==> config.mk <==
export PLATFORM = sky130hd
export DESIGN_NAME = div_clock_ctrl_flat
export DESIGN_NICKNAME = d
export VERILOG_FILES = /design/src/rtl/div_clock_ctrl_pkg.sv /design/src/rtl/div_clock_ctrl_if.sv /design/src/rtl/div_edge_det.sv /design/src/rtl/div_clock_ctrl.sv /design/src/flat_wrapper.sv
export SDC_FILE = /design/constraint.sdc
export NUM_CORES = 1
export LEC_CHECK = 0
export CAP_MARGIN = 20
export CORE_MARGIN = 5
export CORE_UTILIZATION = 46
export DETAILED_ROUTE_END_ITERATION = 10
export PLACE_DENSITY = 0.77
export SLEW_MARGIN = 10
export SYNTH_ARGS = -nofsm -noshare
export SYNTH_HDL_FRONTEND = slang
export SYNTH_SLANG_ARGS = --single-unit
export TNS_END_PERCENT = 20
==> constraint.sdc <==
create_clock -name clk -period 2.7 [get_ports clk]
set_clock_uncertainty 0.15 [all_clocks]
set_input_delay 0.54 -clock clk [delete_from_list [all_inputs] [get_ports clk]]
set_output_delay 0.54 -clock clk [all_outputs]
set_load 0.02 [all_outputs]
==> src/rtl/div_clock_ctrl_pkg.sv <==
// Shared types for the divided-clock controller.
//   _pwm_onoff     : generator enable encoding (PWM_OFF / PWM_ON)
//   _divctrl_state : controller FSM states
// Also provides a default for `DIVCLK_WIDTH when the build does not set one.
`ifndef DIVCLK_WIDTH
`define DIVCLK_WIDTH 8
`endif

package div_clock_ctrl_pkg;

  typedef enum logic {
    PWM_OFF = 1'b0,
    PWM_ON  = 1'b1
  } _pwm_onoff;

  typedef enum logic [1:0] {
    DC_OFF,
    DC_RUN,
    DC_PEND,
    DC_RAMP
  } _divctrl_state;

endpackage

==> src/rtl/div_clock_ctrl_if.sv <==
// Request channel into the divided-clock controller.
//   req_valid   : request present (master -> slave)
//   req_ready   : request can be accepted (slave -> master)
//   req_divider : requested divider value
//   req_onoff   : requested PWM_ON / PWM_OFF
interface div_clock_ctrl_if
  import div_clock_ctrl_pkg::*;
#(
  parameter int unsigned DIV_W = `DIVCLK_WIDTH
);

  logic             req_valid;
  logic             req_ready;
  logic [DIV_W-1:0] req_divider;
  _pwm_onoff        req_onoff;

  modport master (
    output req_valid,
    output req_divider,
    output req_onoff,
    input  req_ready
  );

  modport slave (
    input  req_valid,
    input  req_divider,
    input  req_onoff,
    output req_ready
  );

endinterface

==> src/rtl/div_edge_det.sv <==
// Registered falling-edge detector for the fed-back divided clock.
//   clk      : system clock
//   reset    : synchronous active-high reset
//   div_clk  : divided clock from the generator (clk domain)
//   boundary : high for the one cycle after div_clk falls
module div_edge_det (
  input  logic clk,
  input  logic reset,
  input  logic div_clk,
  output logic boundary
);

  logic div_clk_q;

  always_ff @(posedge clk) begin
    if (reset) begin
      div_clk_q <= 1'b0;
    end else begin
      div_clk_q <= div_clk;
    end
  end

  assign boundary = div_clk_q & ~div_clk;

endmodule

==> src/rtl/div_clock_ctrl.sv <==
// Run-time controller for the PWM divided-clock generator.
// Divider changes and stops from RUN are deferred to the next div_clk period
// boundary so the generator never emits a runt or stretched period.
// force_off stops the generator at the next edge regardless of alignment.
// Optional soft start: define DIVCTRL_SOFTSTART_EN to start OFF->ON at a
// divider RAMP_SPAN above target and walk down RAMP_STEP per boundary.
// Ports:
//   clk, reset  : system clock, synchronous active-high reset
//   req_bus     : request channel (slave modport)
//   force_off   : fault trip, immediate stop
//   div_clk     : divided clock fed back from the generator
//   div_out     : divider driven to the generator
//   pwm_onoff   : enable driven to the generator
//   upd_done    : one-cycle pulse when a request takes effect
//   busy        : a request (or ramp) is waiting on a boundary
module div_clock_ctrl
  import div_clock_ctrl_pkg::*;
#(
  parameter int unsigned      DIV_W     = `DIVCLK_WIDTH,
  parameter logic [DIV_W-1:0] DIV_RESET = '0,
  parameter int unsigned      RAMP_SPAN = 8,
  parameter int unsigned      RAMP_STEP = 1
) (
  input  logic              clk,
  input  logic              reset,
  div_clock_ctrl_if.slave   req_bus,
  input  logic              force_off,
  input  logic              div_clk,
  output logic [DIV_W-1:0]  div_out,
  output _pwm_onoff         pwm_onoff,
  output logic              upd_done,
  output logic              busy
);

  _divctrl_state    state;
  logic [DIV_W-1:0] shadow_div;   // pending divider, or ramp target in DC_RAMP
  _pwm_onoff        shadow_onoff;
  logic             boundary;
  logic             accept;

  div_edge_det u_edge_det (
    .clk      (clk),
    .reset    (reset),
    .div_clk  (div_clk),
    .boundary (boundary)
  );

  assign req_bus.req_ready = !reset && (state != DC_PEND) && (state != DC_RAMP) && !force_off;
  assign accept            = req_bus.req_valid && req_bus.req_ready;
  assign busy              = (state == DC_PEND) || (state == DC_RAMP);

`ifdef DIVCTRL_SOFTSTART_EN
  localparam logic [DIV_W:0]   SpanExt = (DIV_W + 1)'(RAMP_SPAN);
  localparam logic [DIV_W-1:0] StepW   = DIV_W'(RAMP_STEP);

  logic [DIV_W:0]   ramp_sum;
  logic [DIV_W-1:0] ramp_start;
  logic [DIV_W-1:0] ramp_next;

  always_comb begin
    // Extra carry bit so the start point saturates instead of wrapping.
    ramp_sum   = {1'b0, req_bus.req_divider} + SpanExt;
    ramp_start = ramp_sum[DIV_W] ? '1 : ramp_sum[DIV_W-1:0];
    // div_out never drops below the target, so the difference cannot underflow.
    ramp_next  = ((div_out - shadow_div) > StepW) ? (div_out - StepW) : shadow_div;
  end
`else
  logic unused_ramp;
  assign unused_ramp = ^{RAMP_SPAN, RAMP_STEP};
`endif

  always_ff @(posedge clk) begin
    if (reset) begin
      state        <= DC_OFF;
      div_out      <= DIV_RESET;
      pwm_onoff    <= PWM_OFF;
      upd_done     <= 1'b0;
      shadow_div   <= '0;
      shadow_onoff <= PWM_OFF;
    end else if (force_off) begin
      // Fault path: stop now, drop anything pending, keep the divider.
      state        <= DC_OFF;
      pwm_onoff    <= PWM_OFF;
      upd_done     <= 1'b0;
      shadow_div   <= '0;
      shadow_onoff <= PWM_OFF;
    end else begin
      upd_done <= 1'b0;
      unique case (state)
        DC_OFF: begin
          if (accept) begin
            if (req_bus.req_onoff == PWM_ON) begin
              pwm_onoff <= PWM_ON;
`ifdef DIVCTRL_SOFTSTART_EN
              div_out    <= ramp_start;
              shadow_div <= req_bus.req_divider;
              state      <= DC_RAMP;
`else
              div_out    <= req_bus.req_divider;
              upd_done   <= 1'b1;
              state      <= DC_RUN;
`endif
            end else begin
              upd_done <= 1'b1;
            end
          end
        end
        DC_RUN: begin
          if (accept) begin
            shadow_div   <= req_bus.req_divider;
            shadow_onoff <= req_bus.req_onoff;
            state        <= DC_PEND;
          end
        end
        DC_PEND: begin
          if (boundary) begin
            upd_done <= 1'b1;
            if (shadow_onoff == PWM_OFF) begin
              pwm_onoff <= PWM_OFF;
              state     <= DC_OFF;
            end else begin
              div_out <= shadow_div;
              state   <= DC_RUN;
            end
          end
        end
        DC_RAMP: begin
`ifdef DIVCTRL_SOFTSTART_EN
          if (boundary) begin
            div_out <= ramp_next;
            if (ramp_next == shadow_div) begin
              upd_done <= 1'b1;
              state    <= DC_RUN;
            end
          end
`else
          state <= DC_OFF;
`endif
        end
        default: state <= DC_OFF;
      endcase
    end
  end

endmodule

==> src/flat_wrapper.sv <==
// flat-port wrapper written by rule: the top's interface ports become plain ports
module div_clock_ctrl_flat import div_clock_ctrl_pkg::*;
#(
  parameter int unsigned      DIV_W     = `DIVCLK_WIDTH,
  parameter logic [DIV_W-1:0] DIV_RESET = '0,
  parameter int unsigned      RAMP_SPAN = 8,
  parameter int unsigned      RAMP_STEP = 1
)
  (clk, reset, force_off, div_clk, div_out, pwm_onoff, upd_done, busy, req_bus_req_valid, req_bus_req_divider, req_bus_req_onoff, req_bus_req_ready);
  div_clock_ctrl_if #(.DIV_W(DIV_W)) req_bus_i ();
  input  logic clk;
  input  logic reset;
  input  logic force_off;
  input  logic div_clk;
  output logic [DIV_W-1:0] div_out;
  output _pwm_onoff pwm_onoff;
  output logic upd_done;
  output logic busy;
  input wire logic [$bits(req_bus_i.req_valid)-1:0] req_bus_req_valid;
  input wire logic [$bits(req_bus_i.req_divider)-1:0] req_bus_req_divider;
  input wire logic [$bits(req_bus_i.req_onoff)-1:0] req_bus_req_onoff;
  output wire logic [$bits(req_bus_i.req_ready)-1:0] req_bus_req_ready;
  assign req_bus_i.req_valid = req_bus_req_valid;
  assign req_bus_i.req_divider = req_bus_req_divider;
  assign req_bus_i.req_onoff = req_bus_req_onoff;
  assign req_bus_req_ready = req_bus_i.req_ready;
  div_clock_ctrl #(.DIV_W(DIV_W), .DIV_RESET(DIV_RESET), .RAMP_SPAN(RAMP_SPAN), .RAMP_STEP(RAMP_STEP)) u_core (.clk(clk), .reset(reset), .req_bus(req_bus_i), .force_off(force_off), .div_clk(div_clk), .div_out(div_out), .pwm_onoff(pwm_onoff), .upd_done(upd_done), .busy(busy));
endmodule
Yosys cells after proc, flatten, opt, wreduce, memory -nomap -nowiden
Cells that the tools add are included.
W data, S select, Z words.
{ "totals": {"output_inout_bits": 12, "reg_bits": 22, "in_bits": 14, "elab_cells": 54} }
{ "classes": {"reduce_logical": 14, "eq_ne": 11, "bitwise": 3, "mux": 19} }
{ "op_table": {"columns": ["op", "n"], "rows": [
  ["$mux W8", 4],
  ["$pmux W8 S2", 1],
  ["$mux W2", 4],
  ["$ne A2 B1 Y1 const B", 4],
  ["$ne A2 B2 Y1 const B", 4],
  ["$pmux W2 S4", 1],
  ["$mux W1", 7],
  ["$reduce_and A6 Y1", 1],
  ["$reduce_and A5 Y1", 1],
  ["$eq A2 B2 Y1 const B", 2],
  ["$logic_and A1 B1 Y1", 4],
  ["$pmux W1 S2", 2],
  ["$reduce_and A4 Y1", 1],
  ["$eq A2 B1 Y1 const B", 1],
  ["$logic_not A1 Y1", 2],
  ["$logic_not A2 Y1", 1],
  ["$not A1 Y1", 2],
  ["$reduce_and A2 Y1", 1],
  ["$reduce_bool A2 Y1", 1],
  ["$reduce_or A2 Y1", 1],
  ["$and A1 B1 Y1", 1],
  ["$logic_or A1 B1 Y1", 1]
]} }

Logic depth before layout (Yosys ltp)
Gate-level depths: netlist of the first run.
{ "logic_depth": {"word_depth": 7, "mapped_depth": 6} }

By module
Synthesis of the first run repeated with hierarchy kept, for this count alone.
{ "unflattened": {"hier_cells": 110, "area_unflattened_um2": 994.7} }
{ "modules_own_cells": {"columns": ["mod", "seq_area_each_um2", "area_each_um2", "cells_per_inst", "instances"], "rows": [
  ["div_clock_ctrl", 420.4, 959.7, 107, 1],
  ["div_edge_det", 20.0, 35.0, 3, 1]
]} }

Least setup slack after synthesis of the first run
OpenSTA, ideal clock, no wires.
{ "synth_timing": {"path_kind": "input port to flip-flop", "start": "input port reset", "end": "register u_core.div_out[1]", "arrival_time_ns": 1.931, "t_required_ns": 2.471, "setup_slack_ns": 0.540, "cell_stages": 5, "setup_ns": 0.079, "cell_sequence": "or4b_4 > a2111oi_4 > buf_6 > nor2_1 > a211oi_2"} }
{ "synth_via": {"elab_chain_cells": 7} }
{ "synth_lines": {"columns": ["item", "line", "text"], "rows": [
  ["start: declaration", "flat_wrapper.sv:12", "input logic reset;"],
  ["$logic_not A1 Y1", "div_clock_ctrl.sv:48", "assign req_bus.req_ready = !reset && (state != DC_PEND) && (state != DC_RAMP) && !force_off;"],
  ["$logic_and A1 B1 Y1 (3 in a row)", "div_clock_ctrl.sv:48", null],
  ["$logic_and A1 B1 Y1", "div_clock_ctrl.sv:49", "assign accept = req_bus.req_valid && req_bus.req_ready;"],
  ["$ne A2 B1 Y1 (no source line)", null, null],
  ["$reduce_and A6 Y1 (no source line)", null, null],
  ["end signal: assignment", "div_clock_ctrl.sv:99", "div_out <= req_bus.req_divider;"],
  ["end signal: assignment", "div_clock_ctrl.sv:122", "div_out <= shadow_div;"],
  ["end: declaration", "div_clock_ctrl.sv:29", "output logic [DIV_W-1:0] div_out,"]
]} }
Parallel ways exist; a longest one is shown, timed or not.
A chain may end at the register's enable or synchronous reset.

Worst setup path in the final report of the first run
{ "layout_timing": {"start": "input port reset", "end": "output port req_bus_req_ready"} }
{ "layout_via": {"elab_chain_cells": 4} }
{ "layout_lines": {"columns": ["item", "line", "text"], "rows": [
  ["$logic_not A1 Y1", "div_clock_ctrl.sv:48", null],
  ["$logic_and A1 B1 Y1 (3 in a row)", "div_clock_ctrl.sv:48", null],
  ["end: declaration", "flat_wrapper.sv:22", "output wire logic [$bits(req_bus_i.req_ready)-1:0] req_bus_req_ready;"]
]} }
Every way passes these cells.

==> results of run 1 <==
critical path, cell delays in order:
cell,delay [ns]
clkdlybuf4s50_1,0.45
nor3_1,0.22
clkdlybuf4s50_1,0.64
layout by cell type, fill, tap and decap left out, drive strengths merged:
cell type	netlist	routed
a211oi	9	9
or4b	1	1
nand2b	1	1
clkdlybuf4s50	0	25
nor2	20	20
mux2i	19	19
nor3	3	3
nor2b	2	2
nand3b	1	1
inv	2	2
dfxtp	22	22
and3	1	1
or2	1	1
clkbuf	3	3
buf	3	4
or2b	1	1
a21oi	4	4
a2111oi	1	1
logic make-up (layout without fill, tap and decap cells):
logic type	count (synthesis)	in the layout	synth area share
flip-flops	22	22	0.4577
buffers and inverters	9	34	0.05851
AND/OR/NAND/NOR	31	31	0.1561
AO/OA/AOI/OAI	14	14	0.1300
multiplexers	19	19	0.1977
through the flow:
| step | instances | cell area (um2) | power (mW) | hold slack, ns | setup WS, ns |
|---|---|---|---|---|---|
| after detailed placement | 144 | 1227 | 0.4003 | 0.3381 | 0.08863 |
| final | 147 | 1250 | 0.5329 | 0.3586 | 0.1546 |
| after CTS | 147 | 1250 | 0.5392 | 0.3646 | 0.1522 |
| after global placement | 144 | 1227 | 0.3991 | 0.3219 | 0.1417 |
| after global routing | 147 | 1250 | 0.5535 | 0.3840 | 0.03947 |
| after floorplan | 95 | 962.2 | 0.3646 | 0.3096 | 0.5402 |
flip-flops by register name, indices dropped and copies added (netlist names):
register / flops
u_core.state: 2
u_core.div_out: 8
u_core.u_edge_det.div_clk_q: 1
u_core.pwm_onoff: 1
u_core.shadow_onoff: 1
u_core.upd_done: 1
u_core.shadow_div: 8
worst max-delay path by stage:
stage | start | endpoint | slack, ns | cells after the start
detailed placement | reset | u_core.div_out[2]$_SDFFE_PP0P_ | 0.09 | 6
finish | reset | req_bus_req_ready | 0.15 | 3
floorplan | reset | u_core.div_out[1]$_SDFFE_PP0P_ | 0.54 | 5
global placement | reset | u_core.div_out[5]$_SDFFE_PP0P_ | 0.14 | 6
CTS | reset | req_bus_req_ready | 0.15 | 3
global route | reset | req_bus_req_ready | 0.04 | 3
final cells by class:
| type | instances | share of cell area |
|---|---|---|
| multi-input combinational | 64 | 0.3724 |
| sequential | 22 | 0.3524 |
| tap | 27 | 0.02703 |
| timing repair buffer | 29 | 0.2242 |
| inverter | 2 | 0.006006 |
| clock buffer | 3 | 0.01802 |
power by group:
part	switching [mW]	total (mW)	internal [mW]	leakage (nW)
clock	0.0881	0.140	0.0519	0.0138
sequential	0.00238	0.331	0.329	0.178
combinational	0.0274	0.0621	0.0347	0.278
total	0.118	0.533	0.415	0.470
synthesized netlist by cell type:
master         count
buf_6              2
nor3_1             3
clkbuf_1           3
a211oi_1           7
a211oi_2           2
or4b_4             1
a2111oi_4          1
or2_2              1
dfxtp_1           22
and3_1             1
nand3b_1           1
nand2b_1           1
nor2_1            20
or2b_1             1
buf_2              1
nor2b_1            2
a21oi_1            4
mux2i_1           19
inv_1              2
dlygate4sd3_1      1
layer usage:
layer / vias up / wire, um
met3: 2 / 75
met1: 325 / 878
met4: 0 / 17
li1: 383 / -
met5: - / 0
met2: 20 / 894
==> results.json, run 1 <==
{
  "status": "complete, no violations",
  "tns_ns": 0,
  "r2r_start": "u_core.state[1]$_SDFFE_PP0P_",
  "overflow": 0,
  "cts_setup_buffers": 0,
  "syn_avg_cell_area_um2": 10.13,
  "multiInputGateArea_um2": 465.4,
  "grt_pass1_wl_um": 3105,
  "dpl.hpwl_um": 1392,
  "grtUsageMet1": 0.1447,
  "syn_area_um2": 962.2,
  "antenna_left": 0,
  "drive_gt1_frac": 0.1000,
  "pin_count": 26,
  "min_path_type": "flip-flop to flip-flop",
  "die_w_um": 55.74,
  "r2r_end": "u_core.div_out[2]$_SDFFE_PP0P_",
  "powerDensity_nw_per_um2": 426.4,
  "worstHoldStart": "u_core.shadow_div[5]$_SDFFE_PP0P_",
  "drt-wirelength-per-cell_um": 12.69,
  "die-area_um2": 3106,
  "cts_max_level": 1,
  "ctsHoldBuffers": 0,
  "reg2reg_depth": 5,
  "worst-path-max-fanout": 3,
  "timing.final.crit_share": 0.9428,
  "worstSetupPathType": "primary input to output pin",
  "hold_viol": 0,
  "cts.clk_slew.worst_paths_ns": 0.11,
  "die_y_um": 55.74,
  "start_kind": "primary input",
  "post_cts_resized": 0,
  "synth_largest_area_cell": "dfxtp_1",
  "synth.area.top_cells": "dfxtp_1 46%, mux2i_1 20%, nor2_1 7.8%",
  "drc": 0,
  "layout.area.seq_um2": 440.4,
  "grt_setup_unrepaired": "no",
  "drt_iter0_drc": 7,
  "maxCapViolCount": 0,
  "first_pass_iters": 4,
  "tritoncts": "yes",
  "synth_fp_nets": 109,
  "areaGrowthSynthToFinish_pct": 29.91,
  "busiest_layer": "met2",
  "wl_um": 1865,
  "gp_congestion": 0.6864,
  "met2_usage": 0.2145,
  "r2r_slack_ns": 0.64,
  "arrival_ns": 1.86,
  "core_area_um2": 1982,
  "track_usage": 0.1231,
  "crit_required_ns": 2.01,
  "ys_seq_area_frac": 0.4577,
  "antennaDiodeCount": 0,
  "fill_cells": 169,
  "worst_pin_slew_ns": 0.5172,
  "viasPerCell": 4.966,
  "fin_crit_ns": 2.545,
  "crit_path_end_kind": "output pin",
  "vdd_drop_max_mv": 0.2920,
  "yosys.area.top_type_share": 0.4577,
  "grt_max_degree": 17,
  "grtUsageMet3": 0.02552,
  "p_leak_nw": 0.4700,
  "grt_pass1_vias": 714,
  "final_nets": 136,
  "insertion_delay_ns": 0.29,
  "initial_core_util": 0.4855,
  "ys_ff_latch": 22,
  "rows": 16,
  "ys_warn_count": 0,
  "cts_made_buffers": 3,
  "slew_headroom": 0.6552,
  "fmax_ghz": 0.3929,
  "antenna_found_initial": 0,
  "cts_root_buf": "clkbuf_4",
  "synth.distinct_cells": 20,
  "cts_sinks": 22,
  "hold_end": "u_core.shadow_div[5]$_SDFFE_PP0P_",
  "portBuffers": 25,
  "holdPathStages": 2,
  "netlist_instances": 95,
  "setup_viol": 0,
  "final_core_util": 0.6307,
  "drv_slew": 0,
  "clk_path_buf_depth": 2,
  "via_count": 730
}
(Power assumes the default switching activity.)
==> run 2, diff against run 1 <==
--- a/config.mk
+++ b/config.mk
@@ -7,9 +7,9 @@
 export LEC_CHECK = 0
 export CAP_MARGIN = 20
 export CORE_MARGIN = 5
-export CORE_UTILIZATION = 46
+export CORE_UTILIZATION = 50
 export DETAILED_ROUTE_END_ITERATION = 10
-export PLACE_DENSITY = 0.77
+export PLACE_DENSITY = 0.82
 export SLEW_MARGIN = 10
 export SYNTH_ARGS = -nofsm -noshare
 export SYNTH_HDL_FRONTEND = slang
==> constraint.sdc (replaced) <==
create_clock -name clk -period 3.11 [get_ports clk]
set_clock_uncertainty 0.15 [all_clocks]
set_input_delay 0.622 -clock clk [delete_from_list [all_inputs] [get_ports clk]]
set_output_delay 0.622 -clock clk [all_outputs]
set_load 0.02 [all_outputs]
==> run 2 against run 1 <==
Net effect:
- register-to-register slack better by 0.38 ns
- global-route usage up 3.7 points
- clock-buffer cell count up 1
- sequential power down 13%
- flip-flop and latch count unchanged
- die area down 6.6%
- core utilization up 6.8 points
- wire length up 5.1%
- highest routed layer unchanged
- worst hold slack about the same
==> results.json, run 2 (same netlist as run 1, synthesis figures left out) <==
{
  "setup_viol": 0,
  "crit_path_end_kind": "output pin",
  "worst_pin_slew_ns": 0.6310,
  "startpoint": "force_off",
  "areaGrowthSynthToFinish_pct": 29.52,
  "drive_gt1_frac": 0.09244,
  "antennaDiodeCount": 0,
  "via_count": 743,
  "slew_headroom": 0.5794,
  "grt_pass1_wl_um": 3353,
  "crit_top_cell": "clkdlybuf4s50_1",
  "r2r_start": "u_core.state[1]$_SDFFE_PP0P_",
  "die_w_um": 53.87,
  "rows": 15,
  "wl_um": 1961,
  "final_nets": 134,
  "reg_top3": "u_core.div_out (8), u_core.shadow_div (8), u_core.state (2)",
  "vdd_drop_max_mv": 0.2931,
  "post_cts_resized": 0,
  "drt-wirelength-per-cell_um": 13.62,
  "p_leak_nw": 0.4669,
  "fmax_ghz": 0.3654,
  "drt_iter0_drc": 8,
  "portBuffers": 25,
  "status": "complete, no violations",
  "crit_required_ns": 2.34,
  "path_buf_inv": 2,
  "pin_count": 26,
  "ctsHoldBuffers": 0,
  "finalPower_mw": 0.4936,
  "hold_viol": 0,
  "arrival_ns": 1.97,
  "path_cells": "clkdlybuf4s50_1, nor3_1, clkdlybuf4s50_1",
  "critPathSlowestCell": "clkdlybuf4s50_1",
  "worstSetupPathType": "primary input to output pin",
  "tns_ns": 0,
  "dpl.cell_count": 140,
  "timing.final.crit_share": 0.8801,
  "cts.clk_slew.worst_paths_ns": 0.11,
  "first_pass_iters": 5,
  "final_core_util": 0.6989,
  "overflow": 0,
  "viasPerCell": 5.160,
  "final_common_cell": "clkdlybuf4s50_1",
  "grt_pass1_vias": 769,
  "place_ws_ns": 0.3478,
  "worst-path-max-fanout": 4,
  "cts_sinks": 22,
  "antenna_found_initial": 0,
  "drc": 0,
  "powerDensity_nw_per_um2": 396.1,
  "cts_max_level": 1,
  "tritoncts": "yes",
  "insertion_delay_ns": 0.30,
  "die_y_um": 53.87,
  "initial_core_util": 0.5396,
  "final_cells": 144,
  "grt_max_degree": 17,
  "fin_crit_ns": 2.737,
  "core_area_um2": 1783,
  "cts_root_buf": "clkbuf_4",
  "track_usage": 0.1599,
  "worstHoldStart": "u_core.shadow_div[1]$_SDFFE_PP0P_",
  "maxCapViolCount": 0,
  "min_path_type": "flip-flop to flip-flop",
  "timing.final.ws_setup_ns": 0.3729,
  "gp_congestion": 0.7329,
  "worst_path_largest_cell_delay_ns": 0.64,
  "drv_slew": 0,
  "start_kind": "primary input",
  "cts_setup_buffers": 0,
  "clk_path_buf_depth": 2,
  "cts_made_buffers": 3,
  "dpl.hpwl_um": 1459,
  "die-area_um2": 2901,
  "final_cell_mix": "25 x clkdlybuf4s50_1, 22 x dfxtp_1, 20 x nor2_1, 19 x mux2i_1, 7 x a211oi_1",
  "grt_setup_unrepaired": "no",
  "antenna_left": 0,
  "cpLargestDelayFamily": "buffers and inverters"
}
run 2: cell types whose count changed in the layout (fill, tap and decap cells not counted):
cell,change
clkbuf_8,+1
buf_4,-2
run 2: power by group:
group | internal (mW) | switching, mW | total [mW]
combinational | 0.0293 | 0.0236 | 0.0529
clock | 0.0714 | 0.0820 | 0.153
sequential | 0.285 | 0.00203 | 0.287
total | 0.386 | 0.108 | 0.494
run 2: worst min-delay path, cell delays in order (launching register included):
cell     delay, ns
dfxtp_1       0.34
mux2i_1       0.06
nor2_1        0.07
run 2: metrics by stage:
stage                     hold slack [ns]  cell area, um2
after floorplan                    0.3096           962.2
after global placement             0.3219            1210
after detailed placement           0.3327            1210
after CTS                          0.3612            1246
after global routing               0.3930            1246
final                              0.3584            1246
run 2: path summary, 6_finish.rpt:
check	endpoint	slack, ns	cells past startpoint
min	u_core.shadow_div[1]$_SDFFE_PP0P_	0.36	2
min reg2reg	u_core.shadow_div[1]$_SDFFE_PP0P_	0.36	2
max reg2reg	u_core.div_out[3]$_SDFFE_PP0P_	1.02	5
max	req_bus_req_ready	0.37	3
run 2: per-layer routing:
metal	share of wire	up-vias	GRT usage
met5	0	-	0
met4	0.0066	0	0.06383
met3	0.075	4	0.03878
met2	0.49	25	0.2762
met1	0.43	337	0.1875
li1	-	377	-
run 2: layout make-up:
class	instances	area (um2)
inverter	2	7.507
tap	25	31.28
fill	146	536.8
clock buffer	4	36.28
multi-input combinational	64	465.4
timing repair buffer	27	265.3
sequential	22	440.4
==> run 3, diff against run 2 <==
--- a/config.mk
+++ b/config.mk
@@ -9,7 +9,7 @@
 export CORE_MARGIN = 5
 export CORE_UTILIZATION = 50
 export DETAILED_ROUTE_END_ITERATION = 10
-export PLACE_DENSITY = 0.82
+export PLACE_DENSITY_LB_ADDON = 0.25
 export SLEW_MARGIN = 10
 export SYNTH_ARGS = -nofsm -noshare
 export SYNTH_HDL_FRONTEND = slang
==> run 3 against run 2 <==
Net effect:
- first-iteration DRC count decreased by 50%
- highest routed layer is now met3
- flip-flop and latch count unchanged
- global-route usage decreased by 0.067 points
- register-to-register slack about the same
- worst setup slack got worse by 0.017 ns
- worst hold slack got worse by 0.0016 ns
- clock-buffer cell count unchanged
- largest power group unchanged
- non-clock buffer count increased by 1
- maximum frequency decreased by 0.62%
- via count decreased by 0.27%
==> results.json, run 3 (same netlist as run 1, synthesis figures left out) <==
{
  "startpoint": "force_off",
  "crit_required_ns": 2.34,
  "post_cts_resized": 0,
  "clk_path_buf_depth": 2,
  "min_path_type": "flip-flop to flip-flop",
  "slew_headroom": 0.5957,
  "via_count": 741,
  "tritoncts": "yes",
  "antenna_found_initial": 0,
  "ctsHoldBuffers": 0,
  "vdd_drop_max_mv": 0.2507,
  "areaGrowthSynthToFinish_pct": 30.30,
  "fmax_ghz": 0.3631,
  "portBuffers": 25,
  "start_kind": "primary input",
  "cts_max_level": 1,
  "worstSetupPathType": "primary input to output pin",
  "first_pass_iters": 4,
  "overflow": 0,
  "initial_core_util": 0.5396,
  "status": "complete, no violations",
  "gp_congestion": 0.7444,
  "antennaDiodeCount": 0,
  "arrival_ns": 1.98,
  "die_y_um": 53.87,
  "hold_viol": 0,
  "antenna_left": 0,
  "dpl.hpwl_um": 1410,
  "timing.final.crit_share": 0.8856,
  "die_w_um": 53.87,
  "wl_um": 1948,
  "cts_made_buffers": 3,
  "grt_pass1_vias": 759,
  "p_leak_nw": 0.4717,
  "fin_crit_ns": 2.754,
  "drive_gt1_frac": 0.1000,
  "grt_setup_unrepaired": "no",
  "worst_pin_slew_ns": 0.6065,
  "tns_ns": 0,
  "final_cell_mix": "25 x clkdlybuf4s50_1, 22 x dfxtp_1, 20 x nor2_1, 19 x mux2i_1, 7 x a211oi_1",
  "grt_pass1_wl_um": 3346,
  "cts.clk_slew.worst_paths_ns": 0.12,
  "pin_count": 26,
  "final_nets": 135,
  "worstHoldStart": "u_core.shadow_div[0]$_SDFFE_PP0P_",
  "grt_max_degree": 17,
  "powerDensity_nw_per_um2": 393.9,
  "maxCapViolCount": 0,
  "viasPerCell": 5.110,
  "reg_top3": "u_core.div_out (8), u_core.shadow_div (8), u_core.state (2)",
  "drt-wirelength-per-cell_um": 13.43,
  "cts_sinks": 22,
  "die-area_um2": 2901,
  "final_common_cell": "clkdlybuf4s50_1",
  "drt_iter0_drc": 4,
  "core_area_um2": 1783,
  "cts_root_buf": "clkbuf_4",
  "setup_viol": 0,
  "r2r_start": "u_core.state[1]$_SDFFE_PP0P_",
  "rows": 15,
  "drv_slew": 0,
  "crit_path_end_kind": "output pin",
  "cts_setup_buffers": 0,
  "insertion_delay_ns": 0.30,
  "holdWs_ns": 0.3568,
  "worst-path-max-fanout": 4,
  "track_usage": 0.1593,
  "drc": 0
}
## run 3: changes by cell type in the layout (fill, tap and decap cells not counted)
cell / previous run / this run
buf_4: 2 / 3
## run 3: per-layer routing
metal  up-vias  wire [um]  part of all wire  GRT usage
met5         -          0                 0          0
met4         0          0                 0    0.06383
met3         0        105             0.054    0.03878
met2        17        949              0.49     0.2722
met1       345        893              0.46     0.1889
li1        379          -                 -          -
## run 3: power breakdown
group | switching, mW | internal, mW
Combinational | 0.0239 | 0.0301
Clock | 0.0812 | 0.0713
Sequential | 0.00202 | 0.285
## run 3: worst paths after layout
path / to / slack (ns) / depth (start not counted)
worst min register to register: u_core.shadow_div[0]$_SDFFE_PP0P_ / 0.36 / 2
worst min-delay path: u_core.shadow_div[0]$_SDFFE_PP0P_ / 0.36 / 2
worst max register to register: u_core.div_out[3]$_SDFFE_PP0P_ / 1.03 / 5
worst max-delay path: req_bus_req_ready / 0.36 / 3
## run 3: metrics by stage
stage | utilization | setup slack, ns | cells | power (mW) | area (um2)
CTS | 0.7032 | 0.3507 | 145 | 0.5026 | 1254
global route | 0.7032 | 0.2328 | 145 | 0.5190 | 1254
global placement | 0.6828 | 0.4029 | 141 | 0.3465 | 1217
finish | 0.7032 | 0.3557 | 145 | 0.4939 | 1254
floorplan | - | 0.8682 | 95 | 0.3165 | 962.2
detailed placement | 0.6828 | 0.3426 | 141 | 0.3476 | 1217
## run 3: layout make-up
class,count,area (um2)
multi-input cells,64,465.4
well taps,25,31.28
fillers,143,529.3
repair buffers,28,272.8
flip-flops and latches,22,440.4
inverters,2,7.507
clock buffers,4,36.28
## run 3: critical path: stages
cell             delay, ns
clkdlybuf4s50_1       0.51
nor3_1                0.21
clkdlybuf4s50_1       0.64
